File: config.mk
export PLATFORM = sky130hd
export DESIGN_NAME = max_pool_1_engine
export DESIGN_NICKNAME = d
export VERILOG_FILES = /design/src/rtl/max_pool_1_engine.sv
export SDC_FILE = /design/constraint.sdc
export NUM_CORES = 1
export LEC_CHECK = 0
export ABC_AREA = 1
export BUFFER_PORTS_ARGS = -buffer_cell sky130_fd_sc_hd__buf_2
export CAP_MARGIN = 20
export CORE_ASPECT_RATIO = 1.2
export CORE_MARGIN = 5
export CORE_UTILIZATION = 63
export DETAILED_ROUTE_END_ITERATION = 6
export PLACE_DENSITY = 0.94
export SLEW_MARGIN = 20
export SYNTH_ARGS = -nofsm -noshare
export SYNTH_HDL_FRONTEND = slang
export SYNTH_SLANG_ARGS = --single-unit
File: constraint.sdc
create_clock -name clk -period 11.9 [get_ports clk]
set_input_delay 2.975 -clock clk [delete_from_list [all_inputs] [get_ports clk]]
set_output_delay 2.975 -clock clk [all_outputs]
set_load 0.01 [all_outputs]
File: src/rtl/max_pool_1_engine.sv
// -----------------------------------------------------------------------------
// max_pool_1_engine
//   2x2 / stride-2 signed max-pool for layer 1. Walks every output window
//   (ocol fastest, then orow, then channel), reads the four window elements
//   from the conv-1 output BRAM, keeps a running signed max and writes one
//   pooled word per window through port A of the max_pool_1 BRAM.
//   An odd last row / column of the input map is never read.
//
// Ports
//   clk, rst_n            clock, asynchronous active-low reset
//   start                 begin one pass (only honoured while idle)
//   busy                  high for the whole pass, low in the done cycle
//   done                  one-cycle pulse after the last output word
//   in_bram_addr/en/dout  conv-1 BRAM read port (1-cycle read latency)
//   BRAM_PORTA_0_*        max_pool_1 BRAM port A (write only)
// -----------------------------------------------------------------------------
module max_pool_1_engine #(
  parameter int          IN_H     = 28,
  parameter int          IN_W     = 28,
  parameter int          CHANNELS = 8,
  parameter logic [31:0] IN_BASE  = 32'h0,
  parameter logic [31:0] OUT_BASE = 32'h0
) (
  input  logic        clk,
  input  logic        rst_n,
  input  logic        start,
  output logic        busy,
  output logic        done,
  output logic [31:0] in_bram_addr,
  output logic        in_bram_en,
  input  logic [31:0] in_bram_dout,
  output logic [31:0] BRAM_PORTA_0_addr,
  output logic [31:0] BRAM_PORTA_0_din,
  output logic        BRAM_PORTA_0_en,
  output logic [3:0]  BRAM_PORTA_0_we
);

  localparam int OH  = IN_H / 2;
  localparam int OW  = IN_W / 2;
  localparam int CW  = (CHANNELS > 1) ? $clog2(CHANNELS) : 1;
  localparam int RW  = (OH > 1) ? $clog2(OH) : 1;
  localparam int OCW = (OW > 1) ? $clog2(OW) : 1;

  typedef enum logic [2:0] {S_IDLE, S_FETCH, S_DRAIN, S_WRITE, S_DONE} state_e;

  state_e           state_q;
  logic [1:0]       k_q;
  logic [CW-1:0]    c_q;
  logic [RW-1:0]    orow_q;
  logic [OCW-1:0]   ocol_q;
  logic [31:0]      max_q;
  logic             busy_q, done_q, in_en_q, pa_en_q;
  logic [31:0]      in_addr_q, pa_addr_q, pa_din_q;
  logic [3:0]       pa_we_q;

  // k selects the window element: k[1] = row offset, k[0] = column offset
  function automatic logic [31:0] in_addr_f(input logic [CW-1:0]  c,
                                            input logic [RW-1:0]  orow,
                                            input logic [OCW-1:0] ocol,
                                            input logic [1:0]     k);
    logic [31:0] row, col, idx;
    row = 32'(orow) * 32'd2 + {31'd0, k[1]};
    col = 32'(ocol) * 32'd2 + {31'd0, k[0]};
    idx = 32'(c) * 32'(IN_H * IN_W) + row * 32'(IN_W) + col;
    return IN_BASE + (idx << 2);
  endfunction

  function automatic logic [31:0] out_addr_f(input logic [CW-1:0]  c,
                                             input logic [RW-1:0]  orow,
                                             input logic [OCW-1:0] ocol);
    logic [31:0] idx;
    idx = 32'(c) * 32'(OH * OW) + 32'(orow) * 32'(OW) + 32'(ocol);
    return OUT_BASE + (idx << 2);
  endfunction

  // next window position
  logic           last_col, last_row, last_ch, last_win;
  logic [OCW-1:0] ocol_n;
  logic [RW-1:0]  orow_n;
  logic [CW-1:0]  c_n;

  always_comb begin
    last_col = (ocol_q == OCW'(OW - 1));
    last_row = (orow_q == RW'(OH - 1));
    last_ch  = (c_q == CW'(CHANNELS - 1));
    last_win = last_col && last_row && last_ch;
    ocol_n   = last_col ? '0 : ocol_q + 1'b1;
    orow_n   = orow_q;
    c_n      = c_q;
    if (last_col) begin
      orow_n = last_row ? '0 : orow_q + 1'b1;
      if (last_row) c_n = c_q + 1'b1;
    end
  end

  logic        gt;
  logic [31:0] max_fin;
  assign gt      = $signed(in_bram_dout) > $signed(max_q);
  assign max_fin = gt ? in_bram_dout : max_q;

  // Read data for the element addressed in FETCH k arrives one cycle later,
  // so datum k-1 is captured in FETCH k and the last datum in DRAIN.
  always_ff @(posedge clk or negedge rst_n) begin
    if (!rst_n) begin
      state_q   <= S_IDLE;
      k_q       <= '0;
      c_q       <= '0;
      orow_q    <= '0;
      ocol_q    <= '0;
      max_q     <= '0;
      busy_q    <= 1'b0;
      done_q    <= 1'b0;
      in_en_q   <= 1'b0;
      in_addr_q <= '0;
      pa_en_q   <= 1'b0;
      pa_we_q   <= '0;
      pa_addr_q <= '0;
      pa_din_q  <= '0;
    end else begin
      case (state_q)
        S_IDLE: begin
          done_q  <= 1'b0;
          pa_en_q <= 1'b0;
          pa_we_q <= '0;
          in_en_q <= 1'b0;
          if (start) begin
            busy_q    <= 1'b1;
            k_q       <= '0;
            c_q       <= '0;
            orow_q    <= '0;
            ocol_q    <= '0;
            in_en_q   <= 1'b1;
            in_addr_q <= in_addr_f('0, '0, '0, 2'd0);
            state_q   <= S_FETCH;
          end
        end
        S_FETCH: begin
          // first datum loads the max outright so all-negative windows work
          if (k_q == 2'd1)      max_q <= in_bram_dout;
          else if (k_q != 2'd0) max_q <= max_fin;
          k_q <= k_q + 2'd1;
          if (k_q == 2'd3) begin
            in_en_q <= 1'b0;
            state_q <= S_DRAIN;
          end else begin
            in_addr_q <= in_addr_f(c_q, orow_q, ocol_q, k_q + 2'd1);
          end
        end
        S_DRAIN: begin
          max_q     <= max_fin;
          pa_din_q  <= max_fin;
          pa_addr_q <= out_addr_f(c_q, orow_q, ocol_q);
          pa_en_q   <= 1'b1;
          pa_we_q   <= 4'hF;
          state_q   <= S_WRITE;
        end
        S_WRITE: begin
          pa_en_q <= 1'b0;
          pa_we_q <= '0;
          if (last_win) begin
            busy_q  <= 1'b0;
            done_q  <= 1'b1;
            state_q <= S_DONE;
          end else begin
            c_q       <= c_n;
            orow_q    <= orow_n;
            ocol_q    <= ocol_n;
            in_en_q   <= 1'b1;
            in_addr_q <= in_addr_f(c_n, orow_n, ocol_n, 2'd0);
            state_q   <= S_FETCH;
          end
        end
        S_DONE: begin
          done_q  <= 1'b0;
          state_q <= S_IDLE;
        end
        default: state_q <= S_IDLE;
      endcase
    end
  end

  assign busy              = busy_q;
  assign done              = done_q;
  assign in_bram_addr      = in_addr_q;
  assign in_bram_en        = in_en_q;
  assign BRAM_PORTA_0_addr = pa_addr_q;
  assign BRAM_PORTA_0_din  = pa_din_q;
  assign BRAM_PORTA_0_en   = pa_en_q;
  assign BRAM_PORTA_0_we   = pa_we_q;

endmodule

== Word level (Yosys, flattened, before mapping) ==
Index checks and enable logic that the tools add are counted.
Widths: inputs -> output; s select.
Word-level totals
  output and inout port bits: 104
  input bits: 35
  logic and storage cells: 106
  bits in registers: 150
Cells by class
  multipliers: 6
  magnitude comparators: 1
  reductions and logical operators: 20
  mux-type cells: 38
  add/subtract/negate cells: 12
  equal/unequal tests: 15
Operators by type and width (number)
  $mux 32: 6
  $pmux 32 s3: 1
  $pmux 32 s2: 1
  $gt 32x32->1: 1
  $mul 3x6->9 const B: 3
  $mux 4: 6
  $pmux 4 s2: 3
  $mux 3: 7
  $add 14x5->15: 1
  $add 14x6->15: 1
  $add 13x10->14: 1
  $add 13x11->14: 1
  $mul 4x3->7 const B: 2
  $add 12x4->13: 1
  $add 11x8->12: 1
  $add 5x1->6: 2
  $pmux 3 s4: 1
  $reduce_bool 2->1: 6
  $ne 2x2->1 const B: 5
  $mul 6x3->9 const B: 1
  $reduce_and 3->1: 3
  $add 4x1->4 const B: 2
  $eq 4x4->1 const B: 2
  $reduce_and 2->1: 4
  19 further kinds: 30

== Logic depth before layout (Yosys ltp) ==
  depth after elaboration: 8
  mapped depth: 25
  mapped depth without buffers: 25

== Worst setup path after synthesis ==
Ideal clock, no wire load.
  kind: input to register
  from: input in_bram_dout[31]
  to: register max_q[1]
  slack: 7306 ps
  data required time: 11784 ps
  arrival time: 4477 ps
  library setup time: 116 ps
  path buffers: 1
  cell stages on the path: 13
  cells stage by stage: ha_1 -> nand2_1 -> nor2_2 -> nand2_2 -> nor4_4 -> nand2_1 -> nand3_2 -> nand3_4 -> buf_12 -> nand2_2 -> nand3_1 -> nand2_1 -> nand2_1
Between the ends
  word-level cells in the longest chain between the ends: 5
Ends and longest elaborated chain
  from (decl): line 31  | input logic [31:0] in_bram_dout,
  $gt 32x32->1 *: line 98  | assign gt = $signed(in_bram_dout) > $signed(max_q);
  $mux 32 *: line 99  | assign max_fin = gt ? in_bram_dout : max_q;
  $mux 32: line 140  | else if (k_q != 2'd0) max_q <= max_fin;
  $mux 32: line 139  | if (k_q == 2'd1) max_q <= in_bram_dout;
  $pmux 32 s2 *: line 120  | case (state_q)
  to (signal assigned): line 139
  to (signal assigned): line 140
  to (signal assigned): line 150  | max_q <= max_fin;
  to (decl): line 51  | logic [31:0] max_q;
Mark *: on every way between the ends. The rest lies on a longest branch, timed or not. The select of a mux whose other input is x is not followed.
A chain may end at the register's enable or synchronous reset.

== Worst setup path after layout ==
  from: input in_bram_dout[31]
  to: register max_q[12]
Same word-level chain as after synthesis.

==> impl_metrics.tcl <==
set metrics [dict create \
    whs_ns 0.468 \
    cp_slowest_stage_delay_ns 0.88 \
    rr_worst_depth 22 \
    power_frac_comb 0.572 \
    die_x_um 117 \
    rsz0062_at_grt "no" \
    crit_path_max_fanout 33 \
    grt_pass1_wl_um 34200 \
    dp_hpwl_um 14900 \
    critPathLaunch "in_bram_dout[31]" \
    final_core_util 0.679 \
    ff2ff_setup_slack_ns 7.15 \
    yosysSeqAreaShare 0.317 \
    layout_common_cells "nand2_1 (353), dfrtp_1 (110), buf_2 (99)" \
    required_ns 12.19 \
    rr_endpoint "in_bram_addr[15]$_DFFE_PN0P_" \
    routed_wl_um 20600 \
    synth_xor_area_frac 0.0161 \
    finalCriticalPeriod_ns 5.71 \
    final.period_utilization 0.480 \
    switching_share 0.492 \
    clockBufferDepth 2 \
    synth_top_family_by_area "simple AND/OR/NAND/NOR gates" \
    rows 47 \
    grt_overflow 0 \
    crit_path_end "max_q[12]$_DFFE_PN0P_" \
    cts.sinks 110 \
    synth_edf_count 0 \
    ant_nets 0 \
    numCtsBuffers 9 \
    io_buffers 100 \
    synth_flop_cell "dfrtp_1" \
    hold_path.class "register to register" \
    io_pins 139 \
    synth-warning-count 0 \
    cts_hold_buf 0 \
    p_int_mw 1.11 \
    layout-drive-gt1-share 0.151 \
    crit_path_start_kind "primary input" \
    tritoncts "yes" \
    antenna_found_initial 0 \
    leakage_nw 5.50 \
    setup_slack_ns 6.19 \
    wl_per_cell_um 14.9 \
    setup_viol 0 \
    cts_setup_buffers 0 \
    worst_path_most_repeated_cell "nand2_1" \
    outcome "completed" \
    ys_ff_latch 110 \
    ctsHtreeMaxLevel 3 \
    maxSlewViolCount 0 \
    die_h_um 139 \
    start_util 0.635 \
    setup.worst_path.class "primary input to register" \
    gp_congestion 0.912 \
    cts_root_buf "clkbuf_16" \
    n_antenna_cell 0 \
    endpoint_kind "register" \
    rr_startpoint "ocol_q[1]$_DFFE_PN0P_" \
    netlist_area_sq_mm 0.00870 \
    path_cells "buf_2, ha_1, nand2_1, nor2_2, nand2_2, nor4_4, nand4_2, nand3_4, nand2_1, nand3_1, nand2_1, nand2_1" \
    min_path_cells 2 \
    pre_cts_ws_ns 5.92 \
    ir_drop_uv 156 \
    clock.fmax_ghz 0.175 \
    synth_cells 1138 \
    maxCapViolCount 0 \
    syn_to_final_growth_pct 7.01 \
    fin_setup_tns_ns 0 \
    synth_mux_area_frac 0 \
    drc 0 \
    worst_pin_slew_ns 0.950 \
    finalHoldViolations 0 \
    synth_compound_area_frac 0.0758 \
    synth-adder-area-share 0.179 \
    vias 7715 \
    cp_slowest_cell "nand3_4" \
    post_cts_resized 0 \
    clock_latency_ns 0.36 \
    drt_iter0_markers 858 \
    finalClockSkew_ns 0.0118 \
    maxSlewHeadroom 0.365 \
    avgSynthCellArea_sq_um 7.64 \
    grt_usage 0.258 \
    clkSlewWorstSetupHoldPaths_ns 0.07 \
    grt_pass1_vias 7526 \
    synth.distinct_cells 51 \
    p_switching_mw 1.07 \
    via_per_inst 5.58 \
    clock_power_share 0.136 \
    synthSimpleGateAreaFrac 0.302 \
    core_sq_mm 0.0137 \
    nets 1356 \
    first_pass_iters 5 \
    p_per_area_mw_per_mm2 234 \
    dieArea_sq_mm 0.0163 \
    worstPathArrival_ns 6.00 \
    seq_power_share 0.292 \
    synthArstFlopShare 1.00 \
    final_common_cell "nand2_1" \
    min-delay-start "in_bram_addr[3]$_DFFE_PN0P_" \
    grt_start_max_net_pins 65 \
]
[sequential cells by signal, summed over array words and instances (netlist names)]
name	count
BRAM_PORTA_0_din	32
BRAM_PORTA_0_addr	12
BRAM_PORTA_0_we	1
ocol_q	4
done	1
c_q	3
orow_q	4
max_q	32
state_q	3
k_q	2
busy	1
in_bram_en	1
in_bram_addr	14
[worst max-delay path, delay by kind of cell]
family        cells  cell delay (ns)
fa+ha+maj         1             0.35
buf+inv           1             0.12
simple gates     10             2.54
[synth_stat cells (3+ instances only)]
library cell / n / area [sq um]
buf_12: 3 / 60.1
xor2_1: 11 / 96.3
a21o_1: 3 / 22.5
nand4_1: 36 / 225
buf_4: 42 / 315
buf_1: 3 / 11.3
fa_1: 17 / 340
o21ai_0: 33 / 165
nor3_4: 3 / 48.8
o22ai_1: 13 / 81.3
xnor2_1: 5 / 43.8
o21a_1: 7 / 52.6
a21oi_1: 39 / 195
o21ai_1: 5 / 25.0
nand3_1: 53 / 265
nand2_1: 353 / 1330
nand2_2: 33 / 206
inv_2: 10 / 37.5
nor2_2: 3 / 18.8
ha_1: 97 / 1210
dfrtp_1: 110 / 2750
inv_1: 95 / 357
clkbuf_1: 15 / 56.3
buf_2: 15 / 75.1
nor2_1: 92 / 345
nor3_1: 5 / 25.0
[cell families (layout without fill, tap and decap cells)]
family / Yosys count / in the layout
and+or+nand+nor: 594 / 594
buffers and inverters: 188 / 225
AOI/OAI and AO/OA: 115 / 115
adders and majority gates: 114 / 114
DFF: 110 / 110
xor gates and xnor gates: 16 / 16
other: 1 / 38
[power groups by stage]
stage               Sequential (mW)  Combinational (mW)  Clock, mW
finish                        0.637                1.25      0.297
global route                  0.654                1.42      0.316
CTS                           0.635                1.24      0.298
detailed placement            0.640                1.23          0
global placement              0.635                1.18          0
floorplan                     0.664               0.951          0
[through the flow]
| stage | cells | power [mW] | instance area, sq um |
|---|---|---|---|
| finish | 1383 | 2.18 | 9310 |
| floorplan | 1175 | 1.62 | 8840 |
| CTS | 1383 | 2.18 | 9300 |
| detailed placement | 1367 | 1.87 | 9020 |
| global route | 1383 | 2.39 | 9310 |
| global placement | 1367 | 1.81 | 9020 |
[worst min-delay path by stage]
| stage | end | slack [ns] |
|---|---|---|
| floorplan | max_q[12]$_DFFE_PN0P_ | 0.47 |
| global placement | in_bram_addr[9]$_DFFE_PN0P_ | 0.45 |
| detailed placement | in_bram_addr[3]$_DFFE_PN0P_ | 0.45 |
| CTS | in_bram_addr[3]$_DFFE_PN0P_ | 0.47 |
| global route | BRAM_PORTA_0_din[12]$_DFFE_PN0P_ | 0.49 |
| finish | in_bram_addr[3]$_DFFE_PN0P_ | 0.47 |
[cell type report]
type                            instances  area, sq um
Fill cell                            1076         4400
Timing Repair Buffer                  104          533
Clock inverter                          3         18.8
Sequential cell                       110         2750
Multi-Input combinational cell        877         5130
Inverter                              105          394
Tap cell                              171          214
Clock buffer                           13          260
[metal layers]
layer	up-vias	part of all wire	track usage
li1	3724	-	-
met1	3616	0.38	0.309
met2	297	0.50	0.433
met3	78	0.068	0.0371
met4	0	0.048	0.149
met5	-	0	0
Power figures use the tool's default switching activity.
